**config.mk**
```make
export PLATFORM = sky130hd
export DESIGN_NAME = project_cell
export DESIGN_NICKNAME = d
export VERILOG_FILES = /design/src/rtl/fluid_pkg.sv /design/src/rtl/project_cell.sv
export SDC_FILE = /design/constraint.sdc
export NUM_CORES = 2
export LEC_CHECK = 0
export CELL_PAD_IN_SITES_DETAIL_PLACEMENT = 1
export CELL_PAD_IN_SITES_GLOBAL_PLACEMENT = 2
export CORE_MARGIN = 2
export CORE_UTILIZATION = 34
export DETAILED_ROUTE_END_ITERATION = 16
export PLACE_DENSITY = 0.89
export SYNTH_ARGS = -nofsm -noshare
export SYNTH_HDL_FRONTEND = slang
export SYNTH_SLANG_ARGS = --single-unit
```
**constraint.sdc**
```tcl
create_clock -name clk -period 6.69 [get_ports clk]
set_input_delay 1.338 -clock clk [delete_from_list [all_inputs] [get_ports clk]]
set_output_delay 1.338 -clock clk [all_outputs]
set_load 0.01 [all_outputs]
```
**src/rtl/fluid_pkg.sv**
```systemverilog
// ---------------------------------------------------------------------------
// fluid_pkg
//   Shared types and helpers for the fluid-simulation projection pipeline.
//   - vel_t  : signed Q16.16 face velocity
//   - face_t : RAM face word {open flag, velocity}
//   - recip_q16 : 1/n in unsigned Q16.16 for n = 1..4 open faces
//   - sat32  : clamp a wide signed value into vel_t
//   - face_addr : linear face-RAM address (col + row*stride), shared with the
//                 read stage so both sides agree on the RAM layout
// ---------------------------------------------------------------------------
package fluid_pkg;

    localparam int FRAC_BITS = 16;

    typedef logic signed [31:0] vel_t;

    typedef struct packed {
        logic open;
        vel_t vel;
    } face_t;

    typedef enum logic [2:0] {
        S_IDLE,
        S_DIV,
        S_RECIP,
        S_RELAX,
        S_WR_SIDE1,
        S_WR_SIDE0,
        S_FINISH
    } cell_state_t;

    localparam logic signed [63:0] SAT_MAX = 64'sd2147483647;
    localparam logic signed [63:0] SAT_MIN = -64'sd2147483648;

    // Reciprocal of the open-face count; n outside 1..4 yields no correction.
    function automatic logic [16:0] recip_q16(input logic [2:0] n);
        case (n)
            3'd1:    return 17'd65536;
            3'd2:    return 17'd32768;
            3'd3:    return 17'd21845;
            3'd4:    return 17'd16384;
            default: return 17'd0;
        endcase
    endfunction

    function automatic vel_t sat32(input logic signed [63:0] v);
        if (v > SAT_MAX) return 32'sh7FFF_FFFF;
        if (v < SAT_MIN) return 32'sh8000_0000;
        return v[31:0];
    endfunction

    // A closed face contributes nothing to the divergence.
    function automatic logic signed [33:0] face_contrib(input face_t f);
        return f.open ? 34'($signed(f.vel)) : 34'sd0;
    endfunction

    function automatic logic [31:0] face_addr(input logic [31:0] col,
                                              input logic [31:0] row,
                                              input logic [31:0] stride);
        return col + row * stride;
    endfunction

endpackage

```
**src/rtl/project_cell.sv**
```systemverilog
// ---------------------------------------------------------------------------
// project_cell
//   One projection step for a single cell: computes the over-relaxed
//   divergence correction from the four face velocities and writes the
//   corrected faces back to the h-face and v-face velocity RAMs.
//
//   Timeline after the start edge k:
//     DIV(k+1) RECIP(k+2) RELAX(k+3) WR_SIDE1(k+4) WR_SIDE0(k+5) FINISH(k+6)
//   A cell with no open faces skips straight from DIV to FINISH.
//
// Ports:
//   clk, rst            clock, synchronous active-high reset
//   start               one-cycle request, only honoured in IDLE
//   field_x, field_y    cell column / row
//   vx1, vx2, vy1, vy2  face words (left, right, low, high)
//   n                   number of open faces (0..4)
//   h_vel_*             h-face RAM write port (addr, data, we)
//   v_vel_*             v-face RAM write port (addr, data, we)
//   busy                high outside IDLE
//   done                one-cycle completion pulse
// ---------------------------------------------------------------------------
module project_cell
    import fluid_pkg::*;
#(
    parameter int          FIELD_WIDTH  = 8,
    parameter int          FIELD_HEIGHT = 6,
    parameter int          H_VEL_WIDTH  = FIELD_WIDTH - 1,
    parameter int          V_VEL_WIDTH  = FIELD_WIDTH,
    parameter int          H_VEL_ADDRW  = $clog2(H_VEL_WIDTH * FIELD_HEIGHT),
    parameter int          V_VEL_ADDRW  = $clog2(V_VEL_WIDTH * (FIELD_HEIGHT - 1)),
    parameter int          VEL_DATAW    = 33,
    parameter logic [31:0] OVERRELAX    = 32'h0001_C000
) (
    input  logic                   clk,
    input  logic                   rst,
    input  logic                   start,
    input  logic [31:0]            field_x,
    input  logic [31:0]            field_y,
    input  logic [VEL_DATAW-1:0]   vx1,
    input  logic [VEL_DATAW-1:0]   vx2,
    input  logic [VEL_DATAW-1:0]   vy1,
    input  logic [VEL_DATAW-1:0]   vy2,
    input  logic [2:0]             n,
    output logic [H_VEL_ADDRW-1:0] h_vel_addr_write,
    output logic [VEL_DATAW-1:0]   h_vel_data_in,
    output logic                   h_vel_we,
    output logic [V_VEL_ADDRW-1:0] v_vel_addr_write,
    output logic [VEL_DATAW-1:0]   v_vel_data_in,
    output logic                   v_vel_we,
    output logic                   busy,
    output logic                   done
);

    cell_state_t r_state, w_next;

    // Latched request
    logic [31:0] r_x, r_y;
    face_t       r_vx1, r_vx2, r_vy1, r_vy2;
    logic [2:0]  r_n;

    // Pipeline of the correction term, one multiply per cycle
    logic signed [33:0] r_div, r_q;
    vel_t               r_corr;

    logic signed [33:0] w_div;
    logic signed [51:0] w_prod;
    logic signed [66:0] w_prod2;
    vel_t               w_corr;

    logic signed [63:0] w_sum_h1, w_sum_v1, w_sum_h0, w_sum_v0;
    logic [31:0]        w_addr_h1, w_addr_v1, w_addr_h0, w_addr_v0;

    // ------------------------------------------------------------------
    // Arithmetic
    // ------------------------------------------------------------------
    assign w_div = face_contrib(r_vx2) - face_contrib(r_vx1)
                 + face_contrib(r_vy2) - face_contrib(r_vy1);

    // |div| < 2^33 and 1/n <= 1.0, so the product fits in 50 bits and
    // bits [49:16] are exactly (div*recip) >>> 16.
    assign w_prod  = 52'(r_div) * $signed({35'd0, recip_q16(r_n)});

    // q * OVERRELAX can exceed 32 bits after the shift; clamp rather than wrap.
    assign w_prod2 = 67'(r_q) * $signed({35'd0, OVERRELAX});
    assign w_corr  = sat32(64'($signed(w_prod2[66:FRAC_BITS])));

    // Low-side faces gain the correction, high-side faces lose it.
    assign w_sum_h1 = 64'($signed(r_vx1.vel)) + 64'($signed(r_corr));
    assign w_sum_v1 = 64'($signed(r_vy1.vel)) + 64'($signed(r_corr));
    assign w_sum_h0 = 64'($signed(r_vx2.vel)) - 64'($signed(r_corr));
    assign w_sum_v0 = 64'($signed(r_vy2.vel)) - 64'($signed(r_corr));

    assign w_addr_h1 = face_addr(r_x - 32'd1, r_y,         32'(H_VEL_WIDTH));
    assign w_addr_v1 = face_addr(r_x,         r_y - 32'd1, 32'(V_VEL_WIDTH));
    assign w_addr_h0 = face_addr(r_x,         r_y,         32'(H_VEL_WIDTH));
    assign w_addr_v0 = face_addr(r_x,         r_y,         32'(V_VEL_WIDTH));

    // Bits dropped by the fixed-point shifts and address truncation.
    logic w_unused_bits;
    assign w_unused_bits = ^{w_prod[51:50], w_prod[15:0], w_prod2[15:0],
                             w_addr_h1[31:H_VEL_ADDRW], w_addr_h0[31:H_VEL_ADDRW],
                             w_addr_v1[31:V_VEL_ADDRW], w_addr_v0[31:V_VEL_ADDRW]};

    // ------------------------------------------------------------------
    // FSM state register
    // ------------------------------------------------------------------
    always_ff @(posedge clk) begin
        if (rst) r_state <= S_IDLE;
        else     r_state <= w_next;
    end

    // ------------------------------------------------------------------
    // Next state and outputs
    // ------------------------------------------------------------------
    always_comb begin
        w_next           = r_state;
        h_vel_we         = 1'b0;
        h_vel_addr_write = '0;
        h_vel_data_in    = '0;
        v_vel_we         = 1'b0;
        v_vel_addr_write = '0;
        v_vel_data_in    = '0;
        busy             = (r_state != S_IDLE);
        done             = 1'b0;
        case (r_state)
            S_IDLE:  if (start) w_next = S_DIV;
            S_DIV:   w_next = (r_n == 3'd0) ? S_FINISH : S_RECIP;
            S_RECIP: w_next = S_RELAX;
            S_RELAX: w_next = S_WR_SIDE1;
            S_WR_SIDE1: begin
                w_next           = S_WR_SIDE0;
                // Left/low faces on the field border have no RAM slot.
                h_vel_we         = r_vx1.open && (r_x != 32'd0);
                h_vel_addr_write = w_addr_h1[H_VEL_ADDRW-1:0];
                h_vel_data_in    = {1'b1, sat32(w_sum_h1)};
                v_vel_we         = r_vy1.open && (r_y != 32'd0);
                v_vel_addr_write = w_addr_v1[V_VEL_ADDRW-1:0];
                v_vel_data_in    = {1'b1, sat32(w_sum_v1)};
            end
            S_WR_SIDE0: begin
                w_next           = S_FINISH;
                h_vel_we         = r_vx2.open && (r_x != 32'(FIELD_WIDTH - 1));
                h_vel_addr_write = w_addr_h0[H_VEL_ADDRW-1:0];
                h_vel_data_in    = {1'b1, sat32(w_sum_h0)};
                v_vel_we         = r_vy2.open && (r_y != 32'(FIELD_HEIGHT - 1));
                v_vel_addr_write = w_addr_v0[V_VEL_ADDRW-1:0];
                v_vel_data_in    = {1'b1, sat32(w_sum_v0)};
            end
            S_FINISH: begin
                done   = 1'b1;
                w_next = S_IDLE;
            end
            default: w_next = S_IDLE;
        endcase
    end

    // ------------------------------------------------------------------
    // Datapath registers
    // ------------------------------------------------------------------
    always_ff @(posedge clk) begin
        if (rst) begin
            r_x    <= '0;
            r_y    <= '0;
            r_vx1  <= '0;
            r_vx2  <= '0;
            r_vy1  <= '0;
            r_vy2  <= '0;
            r_n    <= '0;
            r_div  <= '0;
            r_q    <= '0;
            r_corr <= '0;
        end else begin
            case (r_state)
                S_IDLE: begin
                    if (start) begin
                        r_x   <= field_x;
                        r_y   <= field_y;
                        r_vx1 <= vx1;
                        r_vx2 <= vx2;
                        r_vy1 <= vy1;
                        r_vy2 <= vy2;
                        r_n   <= n;
                    end
                end
                S_DIV:   r_div  <= w_div;
                S_RECIP: r_q    <= w_prod[49:16];
                S_RELAX: r_corr <= w_corr;
                default: ;
            endcase
        end
    end

endmodule

```
# After elaboration in Yosys (flattened, before gate mapping)

Cells that the tools add are included.

Multipliers: 3
Equality and inequality tests: 13
Divide/modulo/power cells: 0
Shifts and indexed selects: 0
Add/sub/neg operators: 13
Multiplexer cells: 58
Reductions and logical operators: 10
Bitwise gates (word level): 0
Magnitude comparators: 10

Operator list:

| cell                                                         | number |
|---|---|
| 2-to-1 mux 32 bit                                            | 20 |
| 2-to-1 mux 34 bit                                            | 4 |
| > comparator 33 x 32 -> 1 bit, second input constant         | 4 |
| less-than comparator 33 x 32 -> 1 bit, second input constant | 4 |
| one-hot mux 33 bit (2 select lines)                          | 2 |
| one-hot mux 17 bit (4 select lines)                          | 1 |
| subtractor 34 bit                                            | 2 |
| adder 32 x 32 -> 33 bit                                      | 2 |
| subtractor 32 x 32 -> 33 bit                                 | 2 |
| != test 32 x 3 -> 1 bit, second input constant               | 2 |
| nonzero test 32 bit                                          | 2 |
| multiplier 34 x 18 -> 50 bit                                 | 1 |
| multiplier 34 x 4 -> 38 bit, second input constant           | 1 |
| > comparator 36 x 32 -> 1 bit, second input constant         | 1 |
| less-than comparator 36 x 32 -> 1 bit, second input constant | 1 |
| adder 34 bit                                                 | 1 |
| multiplier 32 x 3 -> 6 bit, second input constant            | 1 |
| adder 6 bit                                                  | 4 |
| 2-to-1 mux 1 bit                                             | 24 |
| one-hot mux 6 bit (2 select lines)                           | 2 |
| one-hot mux 3 bit (6 select lines)                           | 1 |
| equality test 3 x 2 -> 1 bit, second input constant          | 4 |
| equality test 3 bit, second input constant                   | 4 |
| equality test 3 x 1 -> 1 bit, second input constant          | 2 |
| 9 further kinds                                              | 15 |

Memories: 0
ROM bits: 0
Output and inout bits: 82
Memory bits (writable): 0
Bits in latches: 0
Flip-flop bits (word level): 302

# Logic depth before layout (Yosys ltp)

Word-level depth: 9
Mapped depth: 28

# Worst setup path before layout

Ideal clock, no wire load.

Path kind: reg-to-reg
Start point: register r_n[2]
End point: register r_q[26]
Path slack: 4 ps
Data arrival time: 6567 ps
Data required time: 6570 ps
Setup time: 120 ps
Cell stages (with the launch flop): 25
Path through: dfxtp_1 clkbuf_1 nor2_1 a21oi_1 clkbuf_1 nor2b_1 ha_1 fa_1 fa_1 fa_1 fa_1 inv_1 fa_1 inv_1 ha_1 a21oi_1 o211ai_1 a21o_1 a211o_1 a311o_1 o21ai_1 nand3_1 a21o_1 a21o_1 a211o_1

Longest elaborated chain between the ends: 3
Elaborated cells on any way between the ends: 6
Those cells by class: mul (1); eq/ne (4); mux (1)

Ends and longest elaborated chain:

| what                                              | line                | RTL |
|---|---|---|
| from (decl)                                       | project_cell.sv:59  | `logic [2:0] r_n;` |
| from (signal assigned)                            | project_cell.sv:182 | `r_n <= n;` |
| equality test 3 bit, or another cell as far along | fluid_pkg.sv:37     | `case (n)` |
| one-hot mux 17 bit (4 select lines) (*)           | fluid_pkg.sv:37     |  |
| multiplier 34 x 18 -> 50 bit (*)                  | project_cell.sv:81  | `assign w_prod = 52'(r_div) * $signed({35'd0, recip_q16(r_n)});` |
| to (signal assigned)                              | project_cell.sv:186 | `S_RECIP: r_q <= w_prod[49:16];` |
| to (decl)                                         | project_cell.sv:62  | `logic signed [33:0] r_div, r_q;` |

Mark *: on every way between the ends. The rest lies on a longest branch, timed or not.
A chain may end at the register's enable or synchronous reset.

# Worst setup path after layout

Start point: register r_n[0]
End point: register r_q[31]

Same word-level chain as after synthesis.

==> results.yml <==
job:
  maxCapViolCount: 0
worst_setup_path:
  r2r_setup_slack_ns: -0.09
  cp_max_fo: 12
  crit_path_max_incr_delay_ns: 0.63
  cp.depth: 25
  worstRegToRegCells: 25
  worstPathArrival_ns: 7.30
  critPathTopFamily: "adder cells"
  crit_path_start: "r_n[0]"
  cp-endpoint: "r_q[31]"
  required_ns: 7.22
  crit_path_end_kind: "flop"
  cpMaxStageDelayCell: "fa_1"
  rr_endpoint: "r_q[31]"
  worstReg2RegStart: "r_n[0]"
  cp.buffers_inverters: 8
  cp-start-kind: "flop"
  worstSetupPathType: "reg -> reg"
timing:
  fin_crit_sh_pct: 101
  rsz0062_at_grt: "true"
  finalSetupTns_ns: -0.0853
  fmax_ghz: 0.148
  setup_viol: 1
  setup_slack_ns: -0.0853
  max_slew_margin_pct: 26.0
  period_needed_ns: 6.78
  skew_ns: 0.0336
  worst_pin_slew_ns: 1.11
  hold_viol_final: 0
  whs_ns: 0.455
  drv_slew: 0
placement:
  dp_hpwl_um: 115000
  globalplace.congestion: 0.946
  dp.cells: 6356
  io_buffers: 283
grt:
  grt_pass1_vias: 36200
  grt_max_degree: 184
  grt_pass1_wl_um: 213000
  grt_usage_pct: 23.5
  gr-total-overflow: 0
  antenna_found_initial: 4
cells_and_area:
  layout_commonest_cell: "nand2_1"
  layout.cells.non_filler: 6454
  multi_input_area_mm2: 0.0295
  drive_above_1_share_pct: 7.58
  seq_area_mm2: 0.00606
  syn_to_final_growth_pct: 18.9
  fin_nets: 6018
  n_fill_cell: 13200
  final_cell_mix: "697 x nand2_1, 626 x inv_1, 483 x ha_1"
clock_tree:
  cts.clk_slew.worst_paths_ns: 0.06
  cts_buffers: 37
  clock_sinks: 302
  clock_path_buffers: 3
  postCtsHoldBufs: 0
  cts_tree: "done"
  insertion_delay_ns: 0.59
  htreeDepth: 2
  cts-root-buf: "clkbuf_16"
synth:
  synth-seq-area-share_pct: 15.9
  synth_nets: 5716
  synth_seq_cells: 302
  syn_area_mm2: 0.0381
  synth_ff_type: "dfxtp_1"
  synth_cell_types: 95
  synth_edf_count: 0
  postSynthCellCount: 4637
  ys_async_sr_fraction_pct: 0
  avgSynthCellArea_um2: 8.22
  yosysWarnings: 0
run_status:
  status: "finished with violations"
  violations: "negative setup slack"
detailed_routing:
  wl_met3_um: 6480
  top_layer_used: "met5"
  met1_length_um: 63100
  drt-initial-drc-count: 1852
  vias: 34200
  viasPerCell: 5.30
  post_drt_wl_per_cell_um: 21.6
  drt-total-wl_um: 140000
  drc_errors: 0
  ant_nets: 0
  wl_met2_um: 65900
  dr.pass1.iters: 5
worst_hold_path:
  worstHoldPathType: "reg -> reg"
  min_delay_path_depth: 2
floorplan:
  coreArea_mm2: 0.111
  io_pins: 284
  start_util_pct: 34.4
  die_w_um: 339
  rows: 122
  chipHeight_um: 339
  fp.dieArea_mm2: 0.115
power:
  powerDensity_mw_per_mm2: 173
  power.leakage_nw: 21.3
  max-vdd-ir-drop_mv: 0.167
## logic make-up after synthesis
family | Yosys count | synth area share, %
adders and majority gates | 878 | 36.2
buffers and inverters | 822 | 8.23
muxes | 9 | 0.240
DFF | 302 | 15.9
AOI/OAI and AO/OA | 1063 | 18.2
xor gates and xnor gates | 217 | 4.98
and+or+nand+nor | 1346 | 16.3
## synthesized netlist by cell type (20+ instances only)
cell type	count	share of area, %
a31oi_1	29	0.48
clkbuf_1	161	1.6
nor4_1	20	0.33
o21bai_1	33	0.65
a21o_1	118	2.3
nand4_1	38	0.62
inv_1	630	6.2
o221ai_1	45	1.0
nor2b_1	48	0.79
fa_1	374	20
nor2_1	159	1.6
xor2_1	92	2.1
nor3_1	38	0.50
dfxtp_1	302	16
nand3_1	60	0.79
a221oi_1	35	0.80
nand2b_1	33	0.54
a21oi_1	452	5.9
o21ai_0	107	1.4
a211oi_1	34	0.67
and2_1	176	2.9
ha_1	503	17
o21a_1	33	0.65
xnor2_1	125	2.9
nand2_1	703	6.9
## final cells by class
type / instances / share of cell area, %
Antenna cell: 4 / 0.0221
Clock buffer: 49 / 2.23
Clock inverter: 13 / 0.397
Inverter: 631 / 5.23
Multi-Input combinational cell: 3513 / 65.0
Sequential cell: 302 / 13.4
Tap cell: 1488 / 4.10
Timing Repair Buffer: 454 / 9.61
## stage by stage
step / util, % / area [um^2] / setup WS, ns / power [W]
finish: 40.9 / 45400 / -0.0853 / 0.00785
global route: 40.9 / 45300 / -0.277 / 0.00831
CTS: 40.2 / 44600 / -0.00863 / 0.00782
detailed placement: 38.9 / 43200 / -0.473 / 0.00565
global placement: 38.9 / 43200 / -0.393 / 0.00559
floorplan: - / 38100 / 0.00366 / 0.00440
## power breakdown
part           internal, W  switching, W  total, W
Sequential         0.00196      0.000236   0.00220
Clock              0.00122      0.000887   0.00210
Combinational      0.00148       0.00207   0.00354
Total              0.00465       0.00319   0.00785
## timing repair
action / 4_1_cts / 5_1_grt
gates cloned: 2 / 3
resized for setup: 24 / 114
buffers inserted: 8 / 19
setup endpoints to repair: 33 / 69
pin swaps: 12 / 80
## flip-flops by register name, summed over array words and instances (netlist names)
name	flops
r_vx2	33
r_div	34
r_vx1	33
r_x	32
r_vy1	33
r_q	34
r_n	3
r_y	32
r_state	3
r_vy2	33
r_corr	32
## how the worst min path moves through the flow
stage | startpoint | endpoint | slack, ns
detailed placement | r_y[7] | r_y[7] | 0.45
global placement | r_x[15] | r_x[15] | 0.44
finish | r_y[30] | r_y[30] | 0.45
CTS | r_y[30] | r_y[30] | 0.46
floorplan | r_x[20] | r_x[20] | 0.44
global route | r_y[18] | r_y[18] | 0.48
## routing by layer
layer	vias up	global-route usage, %
li1	16100	-
met1	17100	32.0
met2	811	39.8
met3	182	2.41
met4	2	5.57
met5	-	0
## worst min-delay path, stage by stage, from the launching register on
cell and delay, ns:
dfxtp_1 0.31, nand2_1 0.05, a21oi_1 0.05
Note: power is estimated with default switching activity, not from simulation.
